File: src/rtl/x_ff_bank_ctrl_pkg.sv
// Shared types for the flip-flop bank controller: state encoding, requester indices, word decode.
package x_ff_bank_pkg;

   typedef enum logic [1:0] {INIT, ARB, WR, CMD} state_t;

   localparam int unsigned REQ0      = 0;
   localparam int unsigned REQ1      = 1;
   localparam int unsigned MAX_DEPTH = 256;

   // Out-of-range index decodes to all-zero, so no word is enabled.
   function automatic logic [MAX_DEPTH-1:0] onehot(input int unsigned idx, input int unsigned depth);
      onehot = '0;
      if (idx < depth && idx < MAX_DEPTH) onehot = MAX_DEPTH'(1) << idx;
   endfunction

endpackage

File: src/rtl/x_ff_bank_ctrl_if.sv
// Controller-side bundle: write requests, global commands, bank drive and status.
interface x_ff_bank_ctrl_if #(
   parameter int unsigned WIDTH = 8,
   parameter int unsigned DEPTH = 16,
   parameter int unsigned AW    = 4
);
   logic [1:0]       REQ_V;
   logic [AW-1:0]    REQ_ADDR0;
   logic [AW-1:0]    REQ_ADDR1;
   logic [WIDTH-1:0] REQ_DATA0;
   logic [WIDTH-1:0] REQ_DATA1;
   logic             CMD_CLR;
   logic             CMD_PRE;
   logic [1:0]       GNT;
   logic             CMD_ACK;
   logic [DEPTH-1:0] FF_CE;
   logic [WIDTH-1:0] FF_I;
   logic             FF_RST;
   logic             FF_SET;
   logic             BUSY;
   logic             INIT_DONE;
   logic             ERR;

   modport master (
      output REQ_V, REQ_ADDR0, REQ_ADDR1, REQ_DATA0, REQ_DATA1, CMD_CLR, CMD_PRE,
      input  GNT, CMD_ACK, FF_CE, FF_I, FF_RST, FF_SET, BUSY, INIT_DONE, ERR
   );

   modport slave (
      input  REQ_V, REQ_ADDR0, REQ_ADDR1, REQ_DATA0, REQ_DATA1, CMD_CLR, CMD_PRE,
      output GNT, CMD_ACK, FF_CE, FF_I, FF_RST, FF_SET, BUSY, INIT_DONE, ERR
   );
endinterface

File: src/rtl/x_ff_bank_ctrl_rr_arb2.sv
// Two-way round-robin pick (combinational) with a registered preference pointer.
// Pointer moves past the winner only when adv is asserted.
module x_ff_rr_arb2
   import x_ff_bank_pkg::*;
(
   input  logic       clk,
   input  logic       rst,
   input  logic [1:0] req,
   input  logic       adv,
   output logic       win,
   output logic       any
);
   logic ptr;

   always_comb begin
      any = req[REQ0] | req[REQ1];
      if (req[REQ0] && req[REQ1]) win = ptr;
      else if (req[REQ1])         win = 1'(REQ1);
      else                        win = 1'(REQ0);
   end

   always_ff @(posedge clk) begin
      if (!rst)     ptr <= 1'(REQ0);
      else if (adv) ptr <= ~win;
   end
endmodule

File: src/rtl/x_ff_bank_ctrl.sv
// Bank controller: DEPTH-cycle init walk, then 2-way round-robin writes and clear/preset commands (1 op per 2 cycles).
// Requests/commands are level-held until GNT/CMD_ACK; X_FF_BANK_CTRL_ADDR_CHK_EN flags out-of-range writes on ERR.
module x_ff_bank_ctrl
   import x_ff_bank_pkg::*;
#(
   parameter int unsigned      WIDTH    = 8,
   parameter int unsigned      DEPTH    = 16,
   parameter int unsigned      AW       = 4,
   parameter logic [WIDTH-1:0] INIT_VAL = '0
) (
   input logic             CLK,
   input logic             RST,
   x_ff_bank_ctrl_if.slave bus
);
   state_t           st;
   logic [AW:0]      cnt;
   logic             win;
   logic             any;
   logic             cmd;
   logic             adv;
   logic [AW-1:0]    w_addr;
   logic [WIDTH-1:0] w_data;

   always_comb begin
      cmd    = bus.CMD_CLR | bus.CMD_PRE;
      adv    = (st == ARB) && !cmd && any;
      w_addr = win ? bus.REQ_ADDR1 : bus.REQ_ADDR0;
      w_data = win ? bus.REQ_DATA1 : bus.REQ_DATA0;
   end

   x_ff_rr_arb2 u_arb (
      .clk (CLK),
      .rst (RST),
      .req (bus.REQ_V),
      .adv (adv),
      .win (win),
      .any (any)
   );

   // Outputs describe the state being executed in the current cycle; pulses default low.
   always_ff @(posedge CLK) begin
      if (!RST) begin
         st            <= INIT;
         cnt           <= '0;
         bus.GNT       <= '0;
         bus.CMD_ACK   <= 1'b0;
         bus.FF_CE     <= '0;
         bus.FF_I      <= '0;
         bus.FF_RST    <= 1'b0;
         bus.FF_SET    <= 1'b0;
         bus.BUSY      <= 1'b1;
         bus.INIT_DONE <= 1'b0;
         bus.ERR       <= 1'b0;
      end else begin
         bus.GNT     <= '0;
         bus.CMD_ACK <= 1'b0;
         bus.FF_CE   <= '0;
         bus.FF_I    <= '0;
         bus.FF_RST  <= 1'b0;
         bus.FF_SET  <= 1'b0;
         bus.BUSY    <= 1'b0;
         bus.ERR     <= 1'b0;
         case (st)
            INIT: begin
               if (cnt < (AW+1)'(DEPTH)) begin
                  bus.FF_CE <= DEPTH'(onehot(32'(cnt), DEPTH));
                  bus.FF_I  <= INIT_VAL;
                  bus.BUSY  <= 1'b1;
                  cnt       <= cnt + (AW+1)'(1);
               end else begin
                  st            <= ARB;
                  bus.INIT_DONE <= 1'b1;
               end
            end
            ARB: begin
               if (cmd) begin
                  st          <= CMD;
                  bus.FF_RST  <= bus.CMD_CLR;
                  bus.FF_SET  <= bus.CMD_PRE & ~bus.CMD_CLR;
                  bus.CMD_ACK <= 1'b1;
                  bus.BUSY    <= 1'b1;
               end else if (any) begin
                  st        <= WR;
                  bus.FF_CE <= DEPTH'(onehot(32'(w_addr), DEPTH));
                  bus.FF_I  <= w_data;
                  bus.GNT   <= win ? 2'b10 : 2'b01;
                  bus.BUSY  <= 1'b1;
`ifdef X_FF_BANK_CTRL_ADDR_CHK_EN
                  bus.ERR   <= (32'(w_addr) >= DEPTH);
`endif
               end
            end
            default: st <= ARB;
         endcase
      end
   end
endmodule

File: src/flat_wrapper.sv
// flat-port wrapper written by rule: the top's interface ports become plain ports
module x_ff_bank_ctrl_flat import x_ff_bank_pkg::*;
#(
   parameter int unsigned      WIDTH    = 8,
   parameter int unsigned      DEPTH    = 16,
   parameter int unsigned      AW       = 4,
   parameter logic [WIDTH-1:0] INIT_VAL = '0
)
  (CLK, RST, bus_REQ_V, bus_REQ_ADDR0, bus_REQ_ADDR1, bus_REQ_DATA0, bus_REQ_DATA1, bus_CMD_CLR, bus_CMD_PRE, bus_GNT, bus_CMD_ACK, bus_FF_CE, bus_FF_I, bus_FF_RST, bus_FF_SET, bus_BUSY, bus_INIT_DONE, bus_ERR);
  x_ff_bank_ctrl_if #(.WIDTH(WIDTH), .DEPTH(DEPTH), .AW(AW)) bus_i ();
  input logic CLK;
  input logic RST;
  input wire logic [$bits(bus_i.REQ_V)-1:0] bus_REQ_V;
  input wire logic [$bits(bus_i.REQ_ADDR0)-1:0] bus_REQ_ADDR0;
  input wire logic [$bits(bus_i.REQ_ADDR1)-1:0] bus_REQ_ADDR1;
  input wire logic [$bits(bus_i.REQ_DATA0)-1:0] bus_REQ_DATA0;
  input wire logic [$bits(bus_i.REQ_DATA1)-1:0] bus_REQ_DATA1;
  input wire logic [$bits(bus_i.CMD_CLR)-1:0] bus_CMD_CLR;
  input wire logic [$bits(bus_i.CMD_PRE)-1:0] bus_CMD_PRE;
  output wire logic [$bits(bus_i.GNT)-1:0] bus_GNT;
  output wire logic [$bits(bus_i.CMD_ACK)-1:0] bus_CMD_ACK;
  output wire logic [$bits(bus_i.FF_CE)-1:0] bus_FF_CE;
  output wire logic [$bits(bus_i.FF_I)-1:0] bus_FF_I;
  output wire logic [$bits(bus_i.FF_RST)-1:0] bus_FF_RST;
  output wire logic [$bits(bus_i.FF_SET)-1:0] bus_FF_SET;
  output wire logic [$bits(bus_i.BUSY)-1:0] bus_BUSY;
  output wire logic [$bits(bus_i.INIT_DONE)-1:0] bus_INIT_DONE;
  output wire logic [$bits(bus_i.ERR)-1:0] bus_ERR;
  assign bus_i.REQ_V = bus_REQ_V;
  assign bus_i.REQ_ADDR0 = bus_REQ_ADDR0;
  assign bus_i.REQ_ADDR1 = bus_REQ_ADDR1;
  assign bus_i.REQ_DATA0 = bus_REQ_DATA0;
  assign bus_i.REQ_DATA1 = bus_REQ_DATA1;
  assign bus_i.CMD_CLR = bus_CMD_CLR;
  assign bus_i.CMD_PRE = bus_CMD_PRE;
  assign bus_GNT = bus_i.GNT;
  assign bus_CMD_ACK = bus_i.CMD_ACK;
  assign bus_FF_CE = bus_i.FF_CE;
  assign bus_FF_I = bus_i.FF_I;
  assign bus_FF_RST = bus_i.FF_RST;
  assign bus_FF_SET = bus_i.FF_SET;
  assign bus_BUSY = bus_i.BUSY;
  assign bus_INIT_DONE = bus_i.INIT_DONE;
  assign bus_ERR = bus_i.ERR;
  x_ff_bank_ctrl #(.WIDTH(WIDTH), .DEPTH(DEPTH), .AW(AW), .INIT_VAL(INIT_VAL)) u_core (.CLK(CLK), .RST(RST), .bus(bus_i));
endmodule
File: config.mk
export PLATFORM = sky130hd
export DESIGN_NAME = x_ff_bank_ctrl_flat
export DESIGN_NICKNAME = d
export VERILOG_FILES = /design/src/rtl/x_ff_bank_ctrl_pkg.sv /design/src/rtl/x_ff_bank_ctrl_if.sv /design/src/rtl/x_ff_bank_ctrl_rr_arb2.sv /design/src/rtl/x_ff_bank_ctrl.sv /design/src/flat_wrapper.sv
export SDC_FILE = /design/constraint.sdc
export NUM_CORES = 1
export LEC_CHECK = 0
export BUFFER_PORTS_ARGS = -buffer_cell sky130_fd_sc_hd__buf_2
export CAP_MARGIN = 20
export CORE_ASPECT_RATIO = 2
export CORE_MARGIN = 1
export CORE_UTILIZATION = 51
export DETAILED_ROUTE_END_ITERATION = 10
export GPL_TIMING_DRIVEN = 0
export MAX_ROUTING_LAYER = met4
export PLACE_DENSITY = 0.88
export SYNTH_ARGS = -nofsm -noshare
export SYNTH_HDL_FRONTEND = slang
export SYNTH_SLANG_ARGS = --single-unit
File: constraint.sdc
create_clock -name CLK -period 2.7 [get_ports CLK]
set_input_delay 0.27 -clock CLK [delete_from_list [all_inputs] [get_ports CLK]]
set_output_delay 0.27 -clock CLK [all_outputs]
set_load 0.05 [all_outputs]
# After elaboration in Yosys (flattened, before gate mapping)
# Index checks and enable logic that the tools add are counted.
# word_totals
regBits	39
inputBits	30
output_inout_bits	32
word_cells	58
# op_classes
addsub	1
order_cmp	2
n_eq_ne	3
shifts	2
n_mux	19
bitwise	9
reduce_logical	11
# ops
cell	count
16-bit 2-to-1 mux	4
16-bit case mux with 2 select lines	1
1-bit by 4-bit << shifter with 16-bit output (first input constant)	1
1-bit by 5-bit << shifter with 16-bit output (first input constant)	1
5-bit < comparator (second input constant)	2
2-bit 2-to-1 mux	4
8-bit 2-to-1 mux	1
2-bit AND reduction	4
1-bit 2-to-1 mux	6
1-bit inverter	6
5-bit by 1-bit adder with 5-bit output (second input constant)	1
4-bit 2-to-1 mux	1
2-bit case mux with 2 select lines	1
4-bit OR reduction	1
1-bit logical AND	3
3-bit by 1-bit inequality test with 1-bit output (second input constant)	1
3-bit AND reduction	1
2-bit by 1-bit equality test with 1-bit output (second input constant)	1
2-bit zero test	1
2-bit inequality test (second input constant)	1
1-bit bitwise OR	2
1-bit case mux with 2 select lines	1
1-bit bitwise AND	1
1-bit zero test	1

# Depth between registers and ports, before layout
# logic_depth
word_depth	7
mapped_depth	6
ltp_nobuf	4

# Hierarchy
# A second synthesis with hierarchy kept.
# hier_totals
hier_cells	171
area_unflattened_um2	1745.4
# modules_own_cells
module	instances	cells_each	area_each_um2	seq_area_each_um2
x_ff_bank_ctrl	1	165	1686.6	760.7
x_ff_rr_arb2	1	6	58.8	20.0

# Worst setup path after synthesis
# No wires, ideal clock.
# synth_timing
path_type	in2reg
startpoint	input bus_REQ_V[1]
endpoint	register u_core.bus.FF_I[0]
setup_time_ps	117
arrival_ps	1265
required_time_ps	2583
setup_slack_ps	1319
cell_stages	6
n_path_buf	2
cell_sequence	buf_2 -> nor2_1 -> and3b_1 -> and3_1 -> buf_6 -> a22o_1
# synth_via
elab_chain_len	3
word_cells_on_any_way	7
classes_between	mux (3); bitwise (2); reduce/logical (2)
# synth_rtl
item	line	source
from (decl)	flat_wrapper.sv:13	input wire logic [$bits(bus_i.REQ_V)-1:0] bus_REQ_V;
1-bit 2-to-1 mux (tied with other cells)	x_ff_bank_ctrl_rr_arb2.sv:18	else if (req[REQ1]) win = 1'(REQ1);
1-bit 2-to-1 mux / 1-bit inverter (equally long branches)	n/a	
8-bit 2-to-1 mux / 4-bit OR reduction (equally long branches)	n/a	
to (signal assigned)	x_ff_bank_ctrl.sv:85	bus.FF_I <= w_data;
to (decl)	x_ff_bank_ctrl_if.sv:31	output GNT, CMD_ACK, FF_CE, FF_I, FF_RST, FF_SET, BUSY, INIT_DONE, ERR
# Several ways; a longest one is shown, not always the timed one.
# A chain may end at the register's enable or synchronous reset.

# Final worst setup path
# layout_timing
startpoint	register u_core.u_arb.ptr
endpoint	register u_core.bus.FF_CE[12]
# layout_via
elab_chain_len	6
# layout_rtl
item	line	source
from (decl)	x_ff_bank_ctrl_rr_arb2.sv:13	logic ptr;
from (signal assigned)	x_ff_bank_ctrl_rr_arb2.sv:23	if (!rst) ptr <= 1'(REQ0);
from (signal assigned)	x_ff_bank_ctrl_rr_arb2.sv:24	else if (adv) ptr <= ~win;
1-bit 2-to-1 mux	x_ff_bank_ctrl_rr_arb2.sv:17	if (req[REQ0] && req[REQ1]) win = ptr;
4-bit 2-to-1 mux	x_ff_bank_ctrl.sv:27	w_addr = win ? bus.REQ_ADDR1 : bus.REQ_ADDR0;
1-bit by 4-bit << shifter with 16-bit output	x_ff_bank_ctrl_pkg.sv:13	if (idx < depth && idx < MAX_DEPTH) onehot = MAX_DEPTH'(1) << idx;
16-bit 2-to-1 mux	x_ff_bank_ctrl.sv:82	end else if (any) begin
16-bit 2-to-1 mux	x_ff_bank_ctrl.sv:76	if (cmd) begin
16-bit case mux with 2 select lines	x_ff_bank_ctrl.sv:63	case (st)
to (signal assigned)	x_ff_bank_ctrl.sv:66	bus.FF_CE <= DEPTH'(onehot(32'(cnt), DEPTH));
to (signal assigned)	x_ff_bank_ctrl.sv:84	bus.FF_CE <= DEPTH'(onehot(32'(w_addr), DEPTH));
to (decl)	x_ff_bank_ctrl_if.sv:31	
# Every way passes these cells.

==> results by group <==
Synth
  • Post-synth EDFFs: 0
  • Avg Synthesized Cell Area: 10.7 µm²
  • Post-synth top area share: 47.9%
  • Most frequent cell after synthesis: dfxtp_1
  • Most area-consuming cells after synthesis: dfxtp_1 (48%), a22o_1 (9.7%), a211o_1 (4.8%), ha_1 (4.6%), a32o_1 (3.7%)
  • Synth async-reset ratio: 0%
  • Largest area contributor in the netlist: dfxtp_1
  • Cell variety after synth: 36
  • Seq/Total Area, Yosys: 47.9%
  • Synth Instances: 152
  • Mapped Area: 1630 µm²
  • Number of synthesis warnings: 0
  • Top cells by count, synth: dfxtp_1 (39), a22o_1 (18), nor2_1 (14)
  • Mapped Nets: 188
  • Primary FF master, synth: dfxtp_1
  • Seq cells post-synth: 39

Clock tree
  • Num CTS Buffers: 5
  • Worst-case clock buffer depth: 2
  • CTS root buffer: clkbuf_8
  • Post-CTS setup buffers: 0
  • Resized Gates After CTS: 0
  • CTS hold repair buffers: 0
  • CTS tree: built
  • Clock Sinks: 39
  • Skew-Pair Late Insertion Delay: slightly below 0.3 ns
  • H-tree depth: 2
  • Clock slew at reported path FFs: ~0.070 ns

Placed design
  • Buffers on Ports: 59
  • DP HPWL: 2770 µm
  • Global placer's final weighted congestion: 0.784

Floorplanning
  • Initial Util: 54.1%
  • FP Rows: 28
  • Die Y: about 80 µm
  • DIE AREA: 3440 µm²
  • IO Count: 62
  • Die X: 42.0 µm
  • Placeable Area: 3010 µm²

STA
  • Max Clk Rate: around 630 MHz
  • Worst Skew: slightly below 0.005 ns
  • Tmin final: 1.58 ns
  • Final TNS setup: 0 ns
  • Pins Over Slew Limit: 0
  • Slew HR: 59.3%
  • Worst slew pin tran: 0.606 ns
  • RSZ-0062 raised after global routing: no
  • Fin. Hold Viols: 0
  • Final setup vio count: 0
  • Crit share post-route: between 50% and 60%
  • Fin Hold WS: between 0.15 and 0.2 ns

Final layout
  • Fill cells: 244
  • Layout Utilization: 69.0%
  • Antenna cells: 0
  • Share of cells above drive strength 1: 37.0%
  • # nets final: 254
  • P&R area growth vs syn: 27.6%

Power and ir drop
  • Internal: 930 µW
  • Leakage: 0.00102 µW
  • VDD IR max: 0.441 mV
  • Switching power: 278 µW
  • Clock Power Share: between 40% and 50%
  • Sequential share of power: 48.8%
  • Logic pwr share: a little over a tenth
  • Power Density: between 500 and 600 nW/µm²
  • Sw frac: 23.0%

Job
  • Max Cap Viol: 0

Global route
  • Met1 usage: 16.6%
  • Most Crowded Layer GR: met2
  • Largest net degree at the start of global routing: 13
  • GR Util met3: ~5.1%
  • Global-route wire length before repair: 5850 µm
  • Vias in the first global route: 1,396
  • GRT Util Overall: 23.7%
  • Antenna violations before repair: 0
  • Global route total overflow: 0
  • Met2 Track Usage GR: 47.8%

Critical path
  • R2r worst-path depth: 6
  • Worst path arrival time: 1.81 ns
  • Kind of critical path: reg2reg
  • Critical Path Fanout Max: 10
  • CP endpoint kind: flop
  • Req. time, crit path: 2.93 ns
  • Startpoint types: flop

Hold path
  • Type of the worst min-delay path: in2reg
  • WHS Path Cells: 2

Route
  • Via Count: 1,427
  • DRC marker count from the first detailed-route iteration: 48
  • Total wire length: 3720 µm
  • DR vias/cell: 5.73
  • Antenna viol nets, final: 0
  • DRC viols: 0
  • Drt pass-1 iters: 4
  • Post-DR wirelength/cell: between 10 and 15 µm

Status
  • Run status: complete, no violations
final cells by class:
class / instances / area (µm²) / share of cell area, %
Timing Repair Buffer: 59 / 295 / 14.2
Sequential cell: 39 / 781 / 37.5
Inverter: 8 / 30.0 / 1.44
Tap cell: 30 / 37.5 / 1.81
Clock inverter: 2 / 35.0 / 1.68
Buffer: 8 / 57.6 / 2.77
Clock buffer: 6 / 82.6 / 3.97
Multi-Input combinational cell: 97 / 761 / 36.6
placed cells by master (no fill, tap or decap), drive strengths merged, types with 6 or more instances in the layout:
cell type	count
a22o	18
dfxtp	39
clkbuf	8
ha	6
nor2	14
a21oi	10
buf	65
a211o	9
a32o	6
inv	8
worst max-delay path: stages (launching register included):
cell and delay (ns):
dfxtp_1 0.31, nand2b_1 0.15, buf_6 0.14, buf_6 0.13
a211o_1 0.31, a21oi_2 0.28, a32o_1 0.19
logic make-up (layout without fill, tap and decap cells):
kind of cell	after synthesis	in the layout	share of synthesized area, %
AO/OA/AOI/OAI	45	45	22.7
XOR/XNOR	2	2	1.08
adder cells (fa/ha/maj)	6	6	4.61
buffers and inverters	16	83	5.38
flip-flops	39	39	47.9
other	1	1	0.230
AND/OR/NAND/NOR	43	43	18.0
metrics by stage:
step           std cells  cell area (µm²)  worst slack, ns  power (µW)
3_5_place_dp         241             1960             1.12         727
3_3_place_gp         241             1960             1.17         723
6_report             249             2080             1.12        1210
5_1_grt              249             2080             1.06        1250
2_1_floorplan        152             1630             1.32         684
4_1_cts              249             2080             1.14        1220
metal layers:
layer / routed length [µm] / vias up / part of all wire [%]
met5: 0 / - / 0
met4: 169 / 0 / 4.5
met3: 243 / 15 / 6.5
met2: 2130 / 72 / 57
met1: 1180 / 648 / 32
li1: - / 692 / -
sequential cells by signal, summed over array words and instances, names as in the netlist:
register              flops
u_core.u_arb.ptr          1
u_core.bus.BUSY           1
u_core.cnt                5
u_core.st                 2
u_core.bus.FF_CE         16
u_core.bus.INIT_DONE      1
u_core.bus.CMD_ACK        1
u_core.bus.FF_I           8
u_core.bus.FF_SET         1
u_core.bus.FF_RST         1
u_core.bus.GNT            2
final timing paths:
check / to / start / slack [ns]
max: u_core.bus.FF_CE[12] / u_core.u_arb.ptr / 1.12
min: u_core.bus.FF_I[4] / bus_REQ_DATA1[4] / 0.19
max reg2reg: u_core.bus.FF_CE[12] / u_core.u_arb.ptr / 1.12
min reg2reg: u_core.bus.INIT_DONE / u_core.bus.INIT_DONE / 0.48
power by group through the flow:
stage                     Combinational, µW  Sequential [µW]  Clock (µW)
after floorplan                        63.6              620           0
after global placement                  120              602           0
after detailed placement                125              603           0
after CTS                               126              589         500
after global routing                    137              590         520
final                                   127              590         493
(Power assumes the default switching activity.)
